--- src/rtl/if_id_stage_reg.sv ---
// IF/ID pipeline register: valid/ready handshake, NOP bubbles, flush,
// optional skid entry for a registered in_ready, saturating stall counter.
module if_id_stage_reg #(
   parameter int unsigned        INSTR_W   = 32,
   parameter int unsigned        PC_W      = 32,
   parameter logic [INSTR_W-1:0] NOP_INSTR = INSTR_W'(32'h0000_0013),
   parameter bit                 SKID_EN   = 1'b1,
   parameter int unsigned        CNT_W     = 16
) (
   input  logic               clk,
   input  logic               reset_n,
   input  logic               flush,
   input  logic               clr_stats,
   input  logic               in_valid,
   output logic               in_ready,
   input  logic [INSTR_W-1:0] in_instruction,
   input  logic [PC_W-1:0]    in_pc_data,
   output logic               out_valid,
   input  logic               out_ready,
   output logic [INSTR_W-1:0] instruction,
   output logic [PC_W-1:0]    pc_data,
   output logic [1:0]         occupancy,
   output logic [CNT_W-1:0]   stall_count
);

   logic               in_fire;
   logic               advance;
   logic               skid_valid;
   logic [INSTR_W-1:0] skid_instr;
   logic [PC_W-1:0]    skid_pc;

   assign in_fire   = in_valid && in_ready;
   assign advance   = !out_valid || out_ready;
   assign occupancy = {1'b0, out_valid} + {1'b0, skid_valid};

   always_ff @(posedge clk or negedge reset_n) begin
      if (!reset_n) begin
         out_valid   <= 1'b0;
         instruction <= NOP_INSTR;
         pc_data     <= '0;
      end else if (flush) begin
         out_valid   <= 1'b0;
         instruction <= NOP_INSTR;
         pc_data     <= '0;
      end else if (advance) begin
         if (skid_valid) begin
            out_valid   <= 1'b1;
            instruction <= skid_instr;
            pc_data     <= skid_pc;
         end else if (in_fire) begin
            out_valid   <= 1'b1;
            instruction <= in_instruction;
            pc_data     <= in_pc_data;
         end else begin
            out_valid   <= 1'b0;
            instruction <= NOP_INSTR;
         end
      end
   end

   generate
      if (SKID_EN) begin : g_skid
         // The skid entry only fills while main is stalled, so in_ready
         // can come straight from a flop.
         always_ff @(posedge clk or negedge reset_n) begin
            if (!reset_n) begin
               skid_valid <= 1'b0;
               skid_instr <= NOP_INSTR;
               skid_pc    <= '0;
            end else if (flush) begin
               skid_valid <= 1'b0;
            end else if (skid_valid && advance) begin
               skid_valid <= 1'b0;
            end else if (!advance && in_fire) begin
               skid_valid <= 1'b1;
               skid_instr <= in_instruction;
               skid_pc    <= in_pc_data;
            end
         end

         assign in_ready = !skid_valid;
      end else begin : g_noskid
         assign skid_valid = 1'b0;
         assign skid_instr = NOP_INSTR;
         assign skid_pc    = '0;
         assign in_ready   = advance;
      end
   endgenerate

   always_ff @(posedge clk or negedge reset_n) begin
      if (!reset_n) begin
         stall_count <= '0;
      end else if (clr_stats) begin
         stall_count <= '0;
      end else if (out_valid && !out_ready &&
                   stall_count != {CNT_W{1'b1}}) begin
         stall_count <= stall_count + CNT_W'(1);
      end
   end

endmodule

--- config.mk ---
export PLATFORM = sky130hd
export DESIGN_NAME = if_id_stage_reg
export DESIGN_NICKNAME = d
export VERILOG_FILES = /design/src/rtl/if_id_stage_reg.sv
export SDC_FILE = /design/constraint.sdc
export NUM_CORES = 1
export LEC_CHECK = 0
export ABC_CLOCK_PERIOD_IN_PS = 1700
export CORE_MARGIN = 1
export CORE_UTILIZATION = 45
export DETAILED_ROUTE_END_ITERATION = 8
export HOLD_SLACK_MARGIN = 0.02
export PLACE_DENSITY = 0.73
export SYNTH_ARGS = -nofsm -noshare
export SYNTH_HDL_FRONTEND = slang
export SYNTH_SLANG_ARGS = --single-unit
--- constraint.sdc ---
create_clock -name clk -period 1.7 [get_ports clk]
set_input_delay 0.34 -clock clk [delete_from_list [all_inputs] [get_ports clk]]
set_output_delay 0.34 -clock clk [all_outputs]
set_load 0.02 [all_outputs]
-- After elaboration in Yosys (flattened, before gate mapping)
Index checks and enable logic that the tools add are counted.
Widths: inputs -> output; s select.
- add/subtract/negate cells: 2
- multipliers: 0
- divide/modulo/power cells: 0
- order comparisons: 0
- eq/ne operators: 1
- shift operators: 0
- muxes and demuxes: 17
- bitwise operators: 2
- reduce and logical (&&, ||, !) cells: 16
- operators with widths (operator ; number):
    $mux 32 ; 8
    $mux 16 ; 2
    $add 16x1->16 const B ; 1
    $ne 16x16->1 const B ; 1
    $mux 1 ; 7
    $reduce_bool 3->1 ; 2
    $logic_and 1x1->1 ; 5
    $logic_not 1->1 ; 4
    $reduce_bool 2->1 ; 2
    $reduce_and 3->1 ; 1
    $add 1x1->2 ; 1
    $not 1->1 ; 2
    $reduce_and 2->1 ; 1
    $logic_or 1x1->1 ; 1
- register bits after elaboration: 146
- latch bits: 0
- RAM bits: 0
- ROM bits: 0
- output and inout port bits: 84
- memories: 0

-- Depth between registers and ports, before layout
- depth in word-level cells: 7
- depth in mapped cells: 6
- depth with buffers taken out: 5

-- Worst setup path before layout
No wires, ideal clock.
- kind: register to register
- from: reg stall_count[7]
- to: reg stall_count[15]
- setup time: 120 ps
- arrival: 1787 ps
- slack: -208 ps
- stages on the path, launching flop included: 6
- period minus slack after synthesis: 1908 ps
- path through: dfrtp_1 > nand4_2 > or2_1 > buf_6 > or4_1 > o211a_1
- longest elaborated chain between the ends: 3
- elaborated cells between the ends (all ways): 6
- classes of those cells: add/sub: 1; eq/ne: 1; mux: 2; reduce/logical: 2
- RTL lines (item ; RTL line ; text):
    from (decl) ; 23 ; output logic [CNT_W-1:0] stall_count
    from (signal assigned) ; 97 ; stall_count <= stall_count + CNT_W'(1);
    $add 16x1->16 or $ne 16x16->1 (tied branches) ; 97, 96 ;
    $mux 16 or $logic_and 1x1->1 (tied branches) ; 95 ; end else if (out_valid && !out_ready &&
    $mux 16 or $reduce_bool 2->1 (tied branches) ; n/a ;
Parallel ways exist; a longest one is shown, timed or not. The select of a mux whose other input is x is not followed.
A chain may end at the register's enable or synchronous reset.

-- Final worst setup path
- from: reg stall_count[1]
- to: reg stall_count[15]
Same word-level chain as after synthesis.

==> results <==
- The number of global-route vias before repair came to approximately 5300.
- The H-tree depth reported by CTS is 4.
- Clock tree synthesis inserted a total of 17 buffers.
- Counting both buffers and inverters, the worst setup path holds a total of 0.
- The final critical-path share of the clock period is 104%.
- During I/O placement, the number of pins put on the boundary was roughly 150.
- TritonCTS built the clock tree.
- Hold timing on the final database bottoms out at a slack of 272 ps.
- The first global-routing pass estimated 26600 µm of wire.
- The die width is 120 µm.
- By area, the combinational part of the netlist is dominated by multiplexers.
- The path type of the worst min-delay path is primary input to async pin.
- The number of warning messages in the yosys log is 0.
- The cell area after synthesis is 6280 µm².
- The final layout contains routed wiring with a total length of between 15000 and 20000 µm.
- The sequential element share of the synthesized area is 58.3%.
- Detailed routing inserted a total of 4982 vias.
- The worst slack at placement is -670 ps.
- The start point of the critical path is stall_count[1].
- The number of inserted diodes is 0.
- The highest clock frequency the design can meet is approximately 560 MHz.
- The post-synthesis cell count is 501.
- In this run the remaining antenna-violating nets after routing total 0.
- The source of the worst register-to-register timing path is stall_count[1].
- For this design the ratio of total power to cell area is roughly 1000 nW/µm².
- The worst setup skew after layout is about 5.4 ps.
- The post-synthesis async set-or-reset flop share is 100%.
- The post-synthesis share of cell area spent on xor and xnor gates is 0%.
- The cell sitting at the root of the clock tree is a sky130_fd_sc_hd__clkbuf_16.
- The design draws 9.24 mW.
- In this run the tool buffered the top-level ports with between 150 and 200 buffer cells.
- The worst-case register-to-register setup slack is -70 ps.
- The kind of cell with the highest combined delay along the critical path is simple AND/OR/NAND/NOR gates.
- The most frequently used flop master after synthesis is sky130_fd_sc_hd__dfrtp_1.
- The register clock-pin slew on the reported worst setup and hold paths is 60 ps.
- The checks that failed: negative setup slack.
- The net count of the finished layout is 765.
- Clock tree synthesis found a total of 146 sinks.
- The instance area at placement is 8390 µm².
- After detailed routing, the number of remaining DRC violations is 0.
- The core utilization of the finished layout is between 60% and 70%.
- After synthesis, the share of cell area in mux cells is between 10% and 20%.
- The region available for standard cell placement spans 13400 µm².
- The maximum clock path buffer count is 2.
- Once routing completed, OpenROAD measured the worst setup slack at -70.4 ps.
- Setup repair after global routing could not meet its margin everywhere.
- The number of register bits inferred by synthesis is roughly 150.
- The category of the worst setup path launch point is a register.
- The endpoint identified for the worst register-to-register timing path is stall_count[15].
- The signal on the critical path passes through and3_4 -> or3b_4 -> or4_1 -> o211a_1.
- The total congestion overflow is 0.
- Measured against its own limit, the worst slew margin works out to 58.3%.
- The floorplan has 42 rows.
- After layout, the minimum clock period comes to 1770 ps.
- The die is 120 µm tall.
- The routed via count divided by cell count is 5.65.
- The synthesized netlist devotes 9.25% of its cell area to simple gates.
- The finished layout cell area is 9050 µm².
- The endpoint kind of the worst setup timing path is a register.
- The initial detailed-routing violation count is 348.
- IR analysis of the VDD net gives a maximum drop of roughly 0.7 mV.
- The average wire per cell in the routed design is around 19 µm.
- The post-synthesis average cell area is 12.5 µm².
- In this run the worst setup path terminates at stall_count[15].
- The number of inserted filler cells in the final layout is roughly 1000.
- The transition at the pin with the smallest max-transition slack is 625 ps.
- The total count of max-transition violations in the final report is 0.
- The largest individual stage delay along the critical path comes from the cell sky130_fd_sc_hd__or3b_4.
- Counting every net in the synthesized netlist gives 573.
- The number of antenna violations at the first check in global routing is 0.
- The die covers between 10000 and 15000 µm².
- The proportion of layout cells with a drive suffix above 1 is 29.5%.
- After legalization and detailed placement, the total HPWL measured between 10000 and 15000 µm.
- The netlist uses 40 different library cells.
- The arithmetic-cell share of the synthesized area counting full adders, half adders and majority gates is 0.399%.
- The max-capacitance violation count is 0.
- The area growth from synthesis to layout is 44.1%.
- The later-pin clock latency in the skew report is approximately 420 ps.
- In this run the static leakage power is around 4.2 nW.
- In this design, the stage delay of the slowest critical-path cell is 420 ps.
- The final hold violation count was 0.
- The critical path crosses 4 cells after its start point.
- The critical path start-end classification is register to register.
- Of all nets on the critical path, the largest fanout is 7.
- The run finished, with violations left.
- In this run, synthesis inferred 0 flip-flops with an integrated enable.
- For the worst setup path, the data required time is 2010 ps.
- Setup violations remaining at the end of the flow were counted as 2.
- The synthesized netlist devotes ~12% of its cell area to compound gates.
- The maximum number of pins on one net before global-route repair is 84.
- The length of the first detailed-routing pass in iterations is 6.
- The worst endpoint data arrival time is around 2100 ps.
- The initial standard-cell utilization of the core is between 40% and 50%.
- Global routing used 23.8% of the available tracks across all layers.
- For the worst flop-to-flop path, the logic depth is 4.
- The weighted congestion reported at the end of routability-driven placement is 0.901.
==> routing by layer <==
metal  vias up  routed length (µm)  track usage [%]
li1       2268                   -                -
met3        22                1150             6.46
met4         0                 272             10.2
met1      2532                6850             29.4
met2       160                8110             39.0
met5         -                   0                0
==> how the worst min path moves through the flow <==
stage | start | to | slack [ps] | depth (start not counted)
4_1_cts | reset_n | stall_count[8] | 260 | 2
6_report | reset_n | stall_count[10] | 270 | 2
5_1_grt | reset_n | stall_count[10] | 270 | 2
2_1_floorplan | reset_n | instruction[10] | 40 | 0
3_5_place_dp | reset_n | stall_count[8] | 130 | 1
3_3_place_gp | reset_n | stall_count[10] | 130 | 1
==> through the flow <==
stage / instances / setup TNS (ps)
finish: 882 / -82.5
global route: 882 / -325
CTS: 877 / -2160
detailed placement: 844 / -46770
global placement: 844 / -41010
floorplan: 501 / -273
==> kinds of logic after synthesis <==
logic type / Yosys count
DFF: 146
and+or+nand+nor: 116
muxes: 99
AOI/OAI and AO/OA: 94
buffers and inverters: 44
adders and majority gates: 2
==> synthesized netlist by cell type (4+ instances only) <==
library cell,count,area share (%)
sky130_fd_sc_hd__buf_2,7,0.56
sky130_fd_sc_hd__mux2i_1,33,5.3
sky130_fd_sc_hd__o2bb2ai_1,32,4.5
sky130_fd_sc_hd__dfstp_2,6,2.5
sky130_fd_sc_hd__nand2_1,9,0.54
sky130_fd_sc_hd__nor3_1,38,3.0
sky130_fd_sc_hd__or3_1,5,0.50
sky130_fd_sc_hd__clkbuf_1,29,1.7
sky130_fd_sc_hd__mux2_2,66,12
sky130_fd_sc_hd__dfrtp_1,140,56
sky130_fd_sc_hd__o21ai_0,6,0.48
sky130_fd_sc_hd__o31ai_1,4,0.48
sky130_fd_sc_hd__inv_1,5,0.30
sky130_fd_sc_hd__nor2b_1,4,0.40
sky130_fd_sc_hd__a21oi_1,9,0.72
sky130_fd_sc_hd__nor2_1,39,2.3
sky130_fd_sc_hd__or4_1,4,0.48
sky130_fd_sc_hd__a221oi_1,29,4.0
==> where the power goes <==
| part | switching, mW | total (mW) | internal [mW] |
|---|---|---|---|
| Combinational | 0.609 | 1.34 | 0.727 |
| Clock | 1.40 | 3.66 | 2.25 |
| Sequential | 0.263 | 4.25 | 3.99 |
==> flip-flops by register name, indices dropped and copies added, names as in the netlist <==
name	cells
instruction	32
out_valid	1
pc_data	32
skid_instr	32
skid_pc	32
skid_valid	1
stall_count	16
==> repair_timing <==
action	4_1_cts	5_1_grt
hold endpoints to repair	140	0
hold buffers	1	0
gates resized for setup	103	25
pin swaps	0	4
endpoints found under the setup margin	162	96
setup buffers	0	4
gates cloned	0	1
==> cell usage in the layout, fill, tap and decap left out, drive strengths merged, types with 2 or more instances in the layout <==
| cell type | instances |
|---|---|
| nor3 | 38 |
| nand4 | 4 |
| clkinv | 7 |
| nand2 | 9 |
| nor4 | 3 |
| ha | 2 |
| clkbuf | 22 |
| mux2 | 66 |
| mux2i | 33 |
| nand2b | 2 |
| nand3 | 2 |
| o31ai | 4 |
| a221oi | 29 |
| clkdlybuf4s50 | 68 |
| bufinv | 2 |
| dlygate4sd2 | 77 |
| clkinvlp | 2 |
| dfstp | 6 |
| a21oi | 9 |
| o21ai | 6 |
| o211a | 2 |
| nor2 | 39 |
| o22ai | 3 |
| buf | 63 |
| dfrtp | 140 |
| inv | 5 |
| or3 | 7 |
| or4 | 4 |
| clkdlybuf4s15 | 2 |
| o2bb2ai | 32 |
| nor2b | 4 |
| o41ai | 2 |
| a211o | 3 |
==> cell type report <==
class | instances | area, µm² | share of cell area, %
clock inverter | 11 | 110 | 1.22
sequential | 146 | 3680 | 40.6
tap | 176 | 220 | 2.43
timing repair buffer | 212 | 1970 | 21.8
inverter | 5 | 18.8 | 0.207
clock buffer | 21 | 470 | 5.20
multi-input combinational | 311 | 2580 | 28.5
(Power assumes the default switching activity.)
